===== config.mk =====
export PLATFORM = sky130hd
export DESIGN_NAME = led_pwm_ctrl_n
export DESIGN_NICKNAME = d
export VERILOG_FILES = /design/src/rtl/led_pwm_ctrl_n.sv
export SDC_FILE = /design/constraint.sdc
export NUM_CORES = 1
export LEC_CHECK = 0
export ABC_AREA = 1
export BUFFER_PORTS_ARGS = -buffer_cell sky130_fd_sc_hd__buf_2
export CAP_MARGIN = 20
export CELL_PAD_IN_SITES_DETAIL_PLACEMENT = 1
export CELL_PAD_IN_SITES_GLOBAL_PLACEMENT = 1
export CORE_ASPECT_RATIO = 1.5
export CORE_UTILIZATION = 43
export CTS_CLUSTER_DIAMETER = 60
export DETAILED_ROUTE_END_ITERATION = 7
export PLACE_DENSITY = 0.74
export SLEW_MARGIN = 20
export SYNTH_ARGS = -nofsm -noshare
export SYNTH_HDL_FRONTEND = slang
export SYNTH_SLANG_ARGS = --single-unit

===== constraint.sdc =====
create_clock -name clk -period 2.25 [get_ports clk]
set_clock_uncertainty 0.05 [all_clocks]
set_input_delay 0.3375 -clock clk [delete_from_list [all_inputs] [get_ports clk]]
set_output_delay 0.3375 -clock clk [all_outputs]
set_load 0.01 [all_outputs]

===== src/rtl/led_pwm_ctrl_n.sv =====
// led_pwm_ctrl_n: register-programmed multi-channel LED PWM driver with group dim/blink, sleep and invert.
module led_pwm_ctrl_n #(
  parameter int NUM_CH = 8,
  parameter int PRESCALE = 1,
  localparam int ADDR_BITS = $clog2(NUM_CH + 3 + NUM_CH / 4)
) (
  input  logic                 clk,
  input  logic                 reset_n,
  input  logic [ADDR_BITS-1:0] addr,
  input  logic                 w_en,
  input  logic [7:0]           wdata,
  output logic [7:0]           rdata,
  output logic [NUM_CH-1:0]    leds,
  output logic                 pwm_wrap
);
  localparam int NG = NUM_CH / 4;
  localparam int A_GRPPWM = NUM_CH + 1;
  localparam int A_GRPFREQ = NUM_CH + 2;
  localparam int A_LED = NUM_CH + 3;
  logic [7:0] mode_q, grppwm_q, grpfreq_q;
  logic [7:0] pwm_q [NUM_CH];
  logic [7:0] duty_q [NUM_CH];
  logic [7:0] ledout_q [NG];
  logic [15:0] pre_q, pre_d;
  logic [7:0] cnt_q, cnt_d, sub_q, sub_d, phase_q, phase_d;
  logic wrap_q, wrap_d, tick, step, sub_clr, grp;
  logic [NUM_CH-1:0] on, leds_q;
  int a;
  wire sleep = mode_q[4];
  wire dmblnk = mode_q[3];
  wire invrt = mode_q[2];
  assign a = int'(addr);
  always_ff @(posedge clk or negedge reset_n)
    if (!reset_n) begin
      mode_q <= '0;
      grppwm_q <= '0;
      grpfreq_q <= '0;
      for (int i = 0; i < NUM_CH; i++) pwm_q[i] <= '0;
      for (int i = 0; i < NG; i++) ledout_q[i] <= '0;
    end else if (w_en) begin
      if (a == 0) mode_q <= wdata;
      if (a == A_GRPPWM) grppwm_q <= wdata;
      if (a == A_GRPFREQ) grpfreq_q <= wdata;
      for (int i = 0; i < NUM_CH; i++) if (a == i + 1) pwm_q[i] <= wdata;
      for (int i = 0; i < NG; i++) if (a == A_LED + i) ledout_q[i] <= wdata;
    end
  always_comb begin
    rdata = '0;
    if (a == 0) rdata = mode_q;
    if (a == A_GRPPWM) rdata = grppwm_q;
    if (a == A_GRPFREQ) rdata = grpfreq_q;
    for (int i = 0; i < NUM_CH; i++) if (a == i + 1) rdata = pwm_q[i];
    for (int i = 0; i < NG; i++) if (a == A_LED + i) rdata = ledout_q[i];
  end
  // Sub-counter restarts whenever its limit or meaning changes, so it never overshoots.
  assign sub_clr = w_en && (a == A_GRPFREQ || (a == 0 && wdata[3] != dmblnk));
  always_comb begin
    tick = pre_q == 16'(PRESCALE - 1);
    pre_d = (sleep || tick) ? '0 : pre_q + 16'd1;
    cnt_d = sleep ? '0 : cnt_q + {7'd0, tick};
    wrap_d = !sleep && tick && cnt_q == 8'hFF;
    step = wrap_q && (!dmblnk || sub_q >= grpfreq_q);
    sub_d = (sleep || step || sub_clr) ? '0 : sub_q + {7'd0, wrap_q};
    phase_d = sleep ? '0 : phase_q + {7'd0, step};
  end
  assign grp = phase_q < grppwm_q;
  for (genvar g = 0; g < NUM_CH; g++) begin : g_ch
    logic [1:0] sel;
    logic ind;
    assign sel = ledout_q[g/4][2*(g%4) +: 2];
    assign ind = cnt_q < duty_q[g];
    assign on[g] = !sleep && (sel == 2'd1 || (sel[1] && ind && (!sel[0] || grp)));
  end
  // Active duties only change at a period wrap, so a PWMx write never glitches a period.
  always_ff @(posedge clk or negedge reset_n)
    if (!reset_n) begin
      pre_q <= '0;
      cnt_q <= '0;
      wrap_q <= 1'b0;
      sub_q <= '0;
      phase_q <= '0;
      leds_q <= '0;
      for (int i = 0; i < NUM_CH; i++) duty_q[i] <= '0;
    end else begin
      pre_q <= pre_d;
      cnt_q <= cnt_d;
      wrap_q <= wrap_d;
      sub_q <= sub_d;
      phase_q <= phase_d;
      leds_q <= on ^ {NUM_CH{invrt}};
      if (wrap_q) for (int i = 0; i < NUM_CH; i++) duty_q[i] <= pwm_q[i];
    end
  assign leds = leds_q;
  assign pwm_wrap = wrap_q;
endmodule


# After elaboration in Yosys (flattened, before gate mapping)
# Index checks and enable logic that the tools add are counted.
[totals]
input_bits = 15
elab_cells = 156
regBits = 217
out_inout_bits = 17
[op_classes]
eq_ne = 22
order_cmp = 10
bitwise = 1
n_mux = 17
add_sub_neg = 4
n_reduce_logical = 75
[ops]
columns = ["operator", "count"]
rows = [
  ["two-way mux 8 bit", 16],
  ["less-than comparator 8 bit", 9],
  ["equality test 4 bit, second input constant", 8],
  ["zero test 32 bit", 1],
  ["logical AND 1 bit", 29],
  ["AND reduction 2 bit", 13],
  ["adder 8 x 1 -> 8 bit", 3],
  ["logical OR 1 bit", 21],
  ["adder 16 x 1 -> 16 bit, second input constant", 1],
  ["equality test 2 x 1 -> 1 bit, second input constant", 8],
  ["zero test 16 bit", 1],
  ["two-way mux 16 bit", 1],
  ["equality test 4 x 3 -> 1 bit, second input constant", 3],
  ["zero test 1 bit", 10],
  ["equality test 8 bit, second input constant", 1],
  [">= comparator 8 bit", 1],
  ["XOR 8 bit", 1],
  ["equality test 4 x 2 -> 1 bit, second input constant", 1],
  ["inequality test 1 bit", 1],
]

# Logic depth before layout (Yosys ltp)
[logic_depth]
ltp_word = 14
mapped_depth = 16
ltp_nobuf = 16

# Worst setup path before layout
# No wires, ideal clock.
[synth_timing]
path_type = "flip-flop to flip-flop"
start = "register grpfreq_q[7]"
end = "register phase_q[6]"
t_arrival_ns = 1.945
stages_incl_launch_ff = 16
period_less_slack_ns = 2.119
n_path_buf = 0
setup_ns = 0.123
slack_ns = 0.131
path_cell_list = "dfrtp_1 > inv_1 > ha_1 > nand2_1 > nor2_1 > nand4_1 > nand4_1 > nand2_1 > inv_1 > ha_1 > ha_1 > nand2_1 > nor3_1 > nand2_1 > o21ai_0 > a21oi_1"
[synth_via]
elab_chain_len = 5
[synth_rtl]
columns = ["element", "line_no", "source"]
rows = [
  ["from (decl)", "20", "logic [7:0] mode_q, grppwm_q, grpfreq_q;"],
  ["from (signal assigned)", "43", "if (a == A_GRPFREQ) grpfreq_q <= wdata;"],
  [">= comparator 8 bit", "62", "step = wrap_q && (!dmblnk || sub_q >= grpfreq_q);"],
  ["logical OR 1 bit", "62", ""],
  ["logical AND 1 bit", "62", ""],
  ["adder 8 x 1 -> 8 bit", "64", "phase_d = sleep ? '0 : phase_q + {7'd0, step};"],
  ["two-way mux 8 bit", "64", ""],
  ["named net phase_d[6]", "25", "logic [7:0] cnt_q, cnt_d, sub_q, sub_d, phase_q, phase_d;"],
  ["to (signal assigned)", "89", "phase_q <= phase_d;"],
  ["to (decl)", "25", ""],
]
# The timed path passes the listed nets, and every way through them passes these cells.
# A chain may end at the register's enable or synchronous reset.

# Worst setup path after layout
[layout_timing]
start = "register grpfreq_q[3]"
end = "output port rdata[3]"
[layout_via]
elab_chain_len = 11
[layout_rtl]
columns = ["element", "line_no", "source"]
rows = [
  ["two-way mux 8 bit", "51", "if (a == A_GRPFREQ) rdata = grpfreq_q;"],
  ["two-way mux 8 bit (8 in series)", "52", "for (int i = 0; i < NUM_CH; i++) if (a == i + 1) rdata = pwm_q[i];"],
  ["two-way mux 8 bit (2 in series)", "53", "for (int i = 0; i < NG; i++) if (a == A_LED + i) rdata = ledout_q[i];"],
  ["to (decl)", "12", "output logic [7:0] rdata,"],
]
# No other way between the ends.

==> flow_summary.json <==
{
  "dp_hpwl_um": 25700,
  "setup_viol": 8,
  "number_of_synthesized_flops_with_an_enable_pin": 0,
  "clock_sink_count": 217,
  "grt_first_pass_wirelength_um": 57500,
  "grt.total_usage_pct": 27.8,
  "routedWlPerCell_um": 19.6,
  "grt_setup_unrepaired": "yes",
  "fmax_ghz": 0.405,
  "antenna_violations_before_repair": 0,
  "postSynthAreaPerCell_um2": 8.03,
  "power-per-cell-area_nw_per_um2": 867,
  "clk_latency_ns": 0.52,
  "placement.setup.worst_slack_ns": -0.170,
  "globalRoute.totalOverflow": 0,
  "via_per_inst": 5.29,
  "initialDrtViolationCount": 491,
  "worst_slack_ns": -0.221,
  "p_leak_uw": 0.00662,
  "layout-drive-gt1-share_pct": 18.1,
  "cp_data_required_time_ns": 1.86,
  "detail-route-antenna-nets": 0,
  "drcViolationCount": 0,
  "cts-root-buf": "clkbuf_16",
  "clock_tree.buffer_depth": 3,
  "postSynthNetCount": 1498,
  "cp_slowest_stage_delay_ns": 0.41,
  "min_path_type": "in2async",
  "cts.reportedPaths.clkPinSlew_ns": 0.06,
  "synth_flop_cell": "dfrtp_1",
  "cts_tree": "done",
  "fin_nets": 1600,
  "drt_first_pass_iters": 4,
  "status": "finished with violations",
  "totalWireLength_um": 36200,
  "min_period_ns": 2.47,
  "routabilityCongestion": 0.889,
  "core_region_area_um2": 25800,
  "cts.htree.levels": 1,
  "dp.cells": 1801,
  "initial_core_util_pct": 43.8,
  "cap_violations": 0,
  "timing.final.crit_share_pct": 110,
  "gate_count_post_synth": 1404,
  "worst-endpoint-arrival_ns": 2.08,
  "grt_pass1_vias": 10500,
  "hold-worst-slack_ns": 0.287,
  "grt_start_max_net_pins": 66,
  "port_buffers": 31,
  "hold_viol_final": 0,
  "critical_path.endpoint_type": "output pin",
  "ys_ff_latch": 217,
  "pin_count": 32,
  "cp_cell_sequence": "buf_6 -> nand3_1 -> nand3_1 -> nor2_2 -> nand4_1 -> nor2_2 -> nand4_1 -> nand2_1 -> nand2_1 -> buf_2",
  "final_max_slew_viol_count": 0,
  "area.growth.synth_to_final_pct": 21.2,
  "cts-buffers-inserted": 23,
  "floorplan.die.height_um": 200,
  "worst_pin_slew_ns": 0.784,
  "synthArstFlopShare_pct": 100,
  "cpLargestDelayFamily": "simple AND/OR/NAND/NOR gates",
  "synthDistinctLibCells": 34,
  "ys_seq_area_share_pct": 48.2,
  "place_area_um2": 12300,
  "path_max_fanout": 2,
  "worstSetupStartpointType": "flip-flop",
  "mostFrequentLayoutCells": "nand2_1, dfrtp_1, inv_1",
  "worst-setup-path-type": "reg2out",
  "setup_total_negative_slack_ns": -0.998,
  "die_width_um": 134,
  "post_synthesis_cell_area_um2": 11300,
  "power.ir.vdd_worst_uv": 671,
  "final-instance-count-excl-fill": 1854,
  "num_rows": 72,
  "fp.dieArea_um2": 26900,
  "final_area_um2": 13700,
  "crit_buf_inv": 2,
  "yosys_warnings": 0,
  "diodes_inserted": 0,
  "violated_checks": "setup timing",
  "max-slew-margin-rel_pct": 47.7,
  "layout_commonest_cell": "nand2_1",
  "crit_slowest_cell": "dfrtp_1",
  "via_count": 9815
}
## flip-flops by register name, indices dropped and copies added (netlist names)
name       cells
pwm_q         64
leds           8
g_ch.sel      16
grpfreq_q      8
cnt_q          8
grppwm_q       8
phase_q        8
pwm_wrap       1
duty_q        64
pre_q         16
sub_q          8
mode_q         8
## synthesized netlist by cell type, types with 9 or more instances
cell	number	area, um^2
nor3_1	15	75.1
o21ai_0	162	811
ha_1	79	988
nand2_2	9	56.3
nor2_1	92	345
nand2_1	417	1570
nand4_1	20	125
clkbuf_1	30	113
dfrtp_1	217	5430
a21oi_1	40	200
inv_1	171	642
nand3_1	54	270
buf_2	9	45.0
o21ai_1	24	120
## logic make-up (layout without fill, tap and decap cells)
family	Yosys count	in the layout	share of synthesized area, %
AOI/OAI and AO/OA	238	238	10.8
xor gates and xnor gates	8	8	0.622
adders and majority gates	79	79	8.77
buffers and inverters	220	337	7.46
DFF	217	217	48.2
and+or+nand+nor	642	642	24.1
## final timing paths
| path | start | end | slack [ns] | depth (start not counted) |
|---|---|---|---|---|
| worst max-delay path | grpfreq_q[3] | rdata[3] | -0.22 | 10 |
| worst min-delay path | reset_n | pwm_q[43] | 0.29 | 2 |
| worst max register to register | grpfreq_q[3] | phase_q[6] | -0.06 | 16 |
| worst min register to register | g_ch[3].sel[1] | g_ch[3].sel[1] | 0.44 | 2 |
| max in group asynchronous | reset_n | g_ch[7].sel[0] | 1.16 | 3 |
| min in group clk | wdata[7] | grppwm_q[7] | 0.29 | 4 |
## repair_timing
action / 4_1_cts / 5_1_grt
hold buffers: 1 / 0
pin swaps: 31 / 57
resized for setup: 45 / 70
buffers inserted: 4 / 9
endpoints found under the setup margin: 13 / 21
endpoints found under the hold margin: 49 / 0
## routing by layer
metal / wire length (um) / vias up / GRT usage, %
li1: - / 4720 / -
met1: 14800 / 4869 / 33.3
met2: 18500 / 141 / 49.1
met3: 1310 / 85 / 4.18
met4: 1590 / 0 / 12.1
met5: 0 / - / 0
## stage by stage
step	power, uW	util, %
detailed placement	7650	47.8
floorplan	6260	-
global route	12500	53.0
global placement	7490	47.8
finish	11900	53.0
CTS	11800	51.7
## power breakdown
group	internal (uW)	switching, uW	leakage (uW)
logic	1050	1820	0.00335
registers	4390	543	0.00288
clock network	2440	1620	0.000392
total	7880	3970	0.00662
## layout make-up
class | instances | area (um^2)
clock buffers | 33 | 683
repair buffers | 119 | 948
multi-input cells | 967 | 5390
fillers | 3140 | 12100
inverters | 178 | 673
flip-flops and latches | 217 | 5440
clock inverters | 7 | 113
well taps | 333 | 417
No activity file was read; power rests on OpenSTA's default activity.
